[src/rtl/dcache_wb_if.sv]
// dcache_wb_if: processor-side and memory-side buses of the write-back data cache
interface dcache_wb_if;
  logic         proc_read;
  logic         proc_write;
  logic [29:0]  proc_addr;
  logic [31:0]  proc_wdata;
  logic         proc_stall;
  logic [31:0]  proc_rdata;
  logic         mem_read;
  logic         mem_write;
  logic [27:0]  mem_addr;
  logic [127:0] mem_wdata;
  logic         mem_ready;
  logic [127:0] mem_rdata;
  modport slave (
    input  proc_read, proc_write, proc_addr, proc_wdata, mem_ready, mem_rdata,
    output proc_stall, proc_rdata, mem_read, mem_write, mem_addr, mem_wdata
  );
  modport master (
    output proc_read, proc_write, proc_addr, proc_wdata, mem_ready, mem_rdata,
    input  proc_stall, proc_rdata, mem_read, mem_write, mem_addr, mem_wdata
  );
endinterface

[src/rtl/dcache_wb.sv]
// dcache_wb: direct-mapped write-back write-allocate cache, 8 lines x 4 words x 32 bits
module dcache_wb (
  input logic       clk,
  input logic       rst,
  dcache_wb_if.slave bus
);
  typedef enum logic [1:0] {COMPARE, WRITEBACK, ALLOCATE} state_t;
  state_t state, state_nx;
  logic [7:0]   valid, dirty;
  logic [24:0]  tags  [8];
  logic [127:0] lines [8];
  logic [2:0]   idx;
  logic [1:0]   off;
  logic [24:0]  ptag;
  logic         req, hit;
  assign idx  = bus.proc_addr[4:2];
  assign off  = bus.proc_addr[1:0];
  assign ptag = bus.proc_addr[29:5];
  assign req  = bus.proc_read | bus.proc_write;
  assign hit  = valid[idx] && tags[idx] == ptag;
  always_ff @(posedge clk or posedge rst)
    if (rst) state <= COMPARE;
    else state <= state_nx;
  always_comb begin
    state_nx = state;
    case (state)
      COMPARE:   state_nx = (req && !hit) ? ((valid[idx] && dirty[idx]) ? WRITEBACK : ALLOCATE) : COMPARE;
      WRITEBACK: state_nx = bus.mem_ready ? ALLOCATE : WRITEBACK;
      ALLOCATE:  state_nx = bus.mem_ready ? COMPARE : ALLOCATE;
      default:   state_nx = COMPARE;
    endcase
  end
  always_comb begin
    bus.proc_stall = (state == COMPARE) ? (req && !hit) : 1'b1;
    bus.mem_write  = state == WRITEBACK;
    bus.mem_read   = state == ALLOCATE;
    bus.mem_addr   = (state == WRITEBACK) ? {tags[idx], idx} :
                     (state == ALLOCATE)  ? bus.proc_addr[29:2] : 28'd0;
    bus.mem_wdata  = (state == WRITEBACK) ? lines[idx] : 128'd0;
    bus.proc_rdata = lines[idx][{off, 5'b0} +: 32];
  end
  // a write miss lands here only after the fill, so the store always goes through the hit path
  always_ff @(posedge clk or posedge rst)
    if (rst) begin
      valid <= '0;
      dirty <= '0;
      for (int i = 0; i < 8; i++) begin
        tags[i]  <= '0;
        lines[i] <= '0;
      end
    end else if (state == ALLOCATE && bus.mem_ready) begin
      lines[idx] <= bus.mem_rdata;
      tags[idx]  <= ptag;
      valid[idx] <= 1'b1;
      dirty[idx] <= 1'b0;
    end else if (state == COMPARE && bus.proc_write && hit) begin
      lines[idx][{off, 5'b0} +: 32] <= bus.proc_wdata;
      dirty[idx] <= 1'b1;
    end
endmodule

[src/flat_wrapper.sv]
// flat-port wrapper written by rule: the top's interface ports become plain ports
module dcache_wb_flat 
  (clk, rst, bus_proc_read, bus_proc_write, bus_proc_addr, bus_proc_wdata, bus_mem_ready, bus_mem_rdata, bus_proc_stall, bus_proc_rdata, bus_mem_read, bus_mem_write, bus_mem_addr, bus_mem_wdata);
  dcache_wb_if bus_i ();
  input logic clk;
  input logic rst;
  input wire logic [$bits(bus_i.proc_read)-1:0] bus_proc_read;
  input wire logic [$bits(bus_i.proc_write)-1:0] bus_proc_write;
  input wire logic [$bits(bus_i.proc_addr)-1:0] bus_proc_addr;
  input wire logic [$bits(bus_i.proc_wdata)-1:0] bus_proc_wdata;
  input wire logic [$bits(bus_i.mem_ready)-1:0] bus_mem_ready;
  input wire logic [$bits(bus_i.mem_rdata)-1:0] bus_mem_rdata;
  output wire logic [$bits(bus_i.proc_stall)-1:0] bus_proc_stall;
  output wire logic [$bits(bus_i.proc_rdata)-1:0] bus_proc_rdata;
  output wire logic [$bits(bus_i.mem_read)-1:0] bus_mem_read;
  output wire logic [$bits(bus_i.mem_write)-1:0] bus_mem_write;
  output wire logic [$bits(bus_i.mem_addr)-1:0] bus_mem_addr;
  output wire logic [$bits(bus_i.mem_wdata)-1:0] bus_mem_wdata;
  assign bus_i.proc_read = bus_proc_read;
  assign bus_i.proc_write = bus_proc_write;
  assign bus_i.proc_addr = bus_proc_addr;
  assign bus_i.proc_wdata = bus_proc_wdata;
  assign bus_i.mem_ready = bus_mem_ready;
  assign bus_i.mem_rdata = bus_mem_rdata;
  assign bus_proc_stall = bus_i.proc_stall;
  assign bus_proc_rdata = bus_i.proc_rdata;
  assign bus_mem_read = bus_i.mem_read;
  assign bus_mem_write = bus_i.mem_write;
  assign bus_mem_addr = bus_i.mem_addr;
  assign bus_mem_wdata = bus_i.mem_wdata;
  dcache_wb u_core (.clk(clk), .rst(rst), .bus(bus_i));
endmodule
[config.mk]
export PLATFORM = sky130hd
export DESIGN_NAME = dcache_wb_flat
export DESIGN_NICKNAME = d
export VERILOG_FILES = /design/src/rtl/dcache_wb_if.sv /design/src/rtl/dcache_wb.sv /design/src/flat_wrapper.sv
export SDC_FILE = /design/constraint.sdc
export NUM_CORES = 2
export LEC_CHECK = 0
export CAP_MARGIN = 20
export CORE_UTILIZATION = 50
export CTS_CLUSTER_SIZE = 28
export DETAILED_ROUTE_END_ITERATION = 8
export PLACE_DENSITY = 0.69
export REMOVE_ABC_BUFFERS = 1
export SLEW_MARGIN = 20
export SYNTH_ARGS = -nofsm -noshare
export SYNTH_HDL_FRONTEND = slang
export SYNTH_SLANG_ARGS = --single-unit
[constraint.sdc]
create_clock -name clk -period 126.5 [get_ports clk]
set_input_delay 18.975 -clock clk [delete_from_list [all_inputs] [get_ports clk]]
set_output_delay 18.975 -clock clk [all_outputs]
set_load 0.05 [all_outputs]
==> out/qor.yml <==
tightest_slew_ns: 1.29
io_buffers: 385
syn_area_um2: 69400
rsz0062_at_grt: "false"
power.leakage_nw: 29.3
clkTransAtPathRegs_ns: 0.06
grt_max_degree: 211
drc_errors: 0
dr_total_vias: 69716
cp.arrival_ns: 24.94
via_per_inst: 7.73
path_cells: "buf_6, buf_4, nand2_1, nor2_4, buf_4, buf_4, a22oi_1, nand2_1, nor2_1, nand2_1, o21ai_0, o21ai_0, clkdlybuf4s50_1"
placed_cell_area_um2: 73300
routed_wl_mm: 315
cts_tree: "done"
worstRegToRegCells: 13
htreeDepth: 4
synthArstFlopShare_pct: 100
tns_ns: 0
syn_area_per_cell_um2: 9.36
seq_area_frac_synth_pct: 44.8
clock.fmax_ghz: 0.0228
cp_slowest_cell: "clkdlybuf4s50_1"
min_period_over_period_pct: 34.7
cp_max_fo: 55
cp-end-kind: "output pin"
drt-initial-drc-count: 11901
wire_per_inst_um: 34.9
peakVddDrop_mv: 0.0110
hold_path_class: "flop to flop"
min_period_ns: 43.91
die-area_um2: 140000
areaGrowthSynthToFinish_pct: 12.9
setup_viol_count_final: 0
die_w_um: 374
start_kind: "input pin"
slew_viol_final: 0
max_slew_margin_pct: 14.0
post-cts-setup-buffers: 0
antenna_found_initial: 51
grt_pass1_vias: 66700
p_per_area_nw_per_um2: 14.7
cts_hold_buf: 0
clk_latency_ns: 0.83
overflow: 0
cts_sinks: 1242
layout-drive-gt1-share_pct: 8.67
cts.path.max_buffers: 3
final_area_um2: 78300
yosys_warnings: 0
finish.utilization_pct: 56.9
drv_cap: 0
core-area_um2: 137000
die_y_um: 374
whs_path_depth: 1
totalPowerFinal_w: 0.00115
path_class: "input pin to output pin"
rows: 136
critPathTopFamily: "buffers and inverters"
ant_nets: 0
reg2reg_from: "u_core.tags[51]$_DFFE_PP0P_"
layout.nets: 7285
grt_usage_pct: 43.5
status: "finished, final reports clean"
synth_edf_count: 0
cts_buffers: 140
hold_viol: 0
post_cts_resized: 0
synth_flop_cell: "dfrtp_1"
fillers: 11751
dp_hpwl_mm: 171
firstDrtPassIters: 7
r2r_slack_ns: 120.51
ys_ff_latch: 1242
timing.hold.ws_ns: 0.472
required_ns: 107.53
skew_ns: 0.0411
min_from: "u_core.valid[3]$_DFFE_PP0P_"
synth_cell_types: 62
synthCells: 7411
gp_congestion: 0.894
start_util_pct: 50.4
crit_buf_inv: 5
mostFrequentLayoutCells: "nand2_1, dfrtp_1, o2bb2ai_1, a22oi_1, a32oi_1"
final_common_cell: "nand2_1"
grt_pass1_wl_mm: 456
critPathMaxStageDelay_ns: 0.97
io-pin-count: 386
worstReg2RegEnd: "u_core.lines[67]$_DFFE_PP0P_"
cts_root_buffer: "clkbuf_16"
min_to: "u_core.valid[3]$_DFFE_PP0P_"
## worst register-to-register path, stage by stage, from the launching register on
cell and delay, ns:
dfrtp_1 0.38, mux4_2 0.46, mux2i_1 0.33, xor2_1 0.24, nand2_1 0.14, nor2_1 0.05
nand3_1 0.21, nor2_1 0.15, nor2_4 0.14, buf_12 0.78, buf_4 0.91, buf_4 0.87
buf_4 0.95, o2bb2ai_1 0.20
## cell type report
type	instances	area [µm²]	area share (%)
Multi-Input combinational cell	5119	34600	44.2
Sequential cell	1242	31100	39.7
Timing Repair Buffer	569	5360	6.85
Clock buffer	199	4050	5.17
Tap cell	1794	2240	2.87
Clock inverter	56	843	1.08
Antenna cell	25	62.6	0.0799
Inverter	13	57.6	0.0735
## logic make-up after synthesis
logic type,after synthesis,share of synthesized area (%)
compound gates,2720,32.1
xor+xnor,11,0.139
fa+ha+maj,5,0.0902
buf+inv,1050,6.00
flops,1242,44.8
mux,166,3.28
simple gates,2217,13.5
## flip-flops by register name, indices dropped and copies added (netlist names), named ones only
name,flops
u_core.lines,1024
u_core.tags,200
u_core.valid,8
u_core.state,2
## synthesized netlist by cell type, types with 27 or more instances
| cell | instances | area share [%] |
|---|---|---|
| and2_1 | 121 | 1.1 |
| a221o_1 | 33 | 0.48 |
| buf_4 | 27 | 0.29 |
| buf_1 | 244 | 1.3 |
| nand3_1 | 251 | 1.8 |
| a21oi_1 | 84 | 0.61 |
| mux4_2 | 44 | 1.4 |
| mux2_2 | 51 | 0.83 |
| a221oi_1 | 78 | 0.99 |
| and3_1 | 43 | 0.39 |
| buf_2 | 87 | 0.63 |
| a22oi_1 | 823 | 8.9 |
| o2bb2ai_1 | 960 | 12 |
| nand2_1 | 1492 | 8.1 |
| a22o_1 | 44 | 0.56 |
| nand4_1 | 64 | 0.58 |
| clkbuf_1 | 678 | 3.7 |
| nor2_1 | 186 | 1.0 |
| o21ai_0 | 57 | 0.41 |
| a32oi_1 | 480 | 6.1 |
| dfrtp_1 | 1242 | 45 |
| mux2i_1 | 71 | 1.0 |
## report_power, final
group / internal [W] / switching, W / leakage [nW]
Clock: 0.000261 / 0.000183 / 2.41
Sequential: 0.000461 / 0.0000398 / 16.5
Combinational: 0.0000785 / 0.000125 / 10.3
Total: 0.000801 / 0.000348 / 29.3
## metrics by stage
stage	std cells	setup slack, ns
after floorplan	6374	72.53
after global placement	8734	82.97
after detailed placement	8735	83.02
after CTS	8990	83.00
after global routing	9010	82.66
final	9017	82.59
## worst max-delay path by stage
stage / from / endpoint / cells past startpoint / slack [ns]
finish: bus_proc_addr[2] / bus_proc_rdata[12] / 13 / 82.59
global route: bus_proc_addr[2] / bus_proc_rdata[12] / 13 / 82.66
CTS: bus_proc_addr[2] / bus_proc_rdata[12] / 13 / 83.00
detailed placement: bus_proc_addr[2] / bus_proc_rdata[12] / 13 / 83.02
global placement: bus_proc_addr[2] / bus_proc_rdata[12] / 13 / 82.97
floorplan: rst / asynchronous set/reset pin / 1 / 72.53
## layer usage
layer | share of wire, % | up-vias | global-route usage, % | routed length, µm
li1 | - | 27571 | - | -
met3 | 16 | 1524 | 17.1 | 51500
met1 | 36 | 33943 | 56.6 | 113000
met4 | 7.0 | 48 | 27.4 | 22100
met2 | 41 | 6630 | 60.0 | 128000
met5 | 0.094 | - | 0.172 | 297
Power figures use the tool's default switching activity.
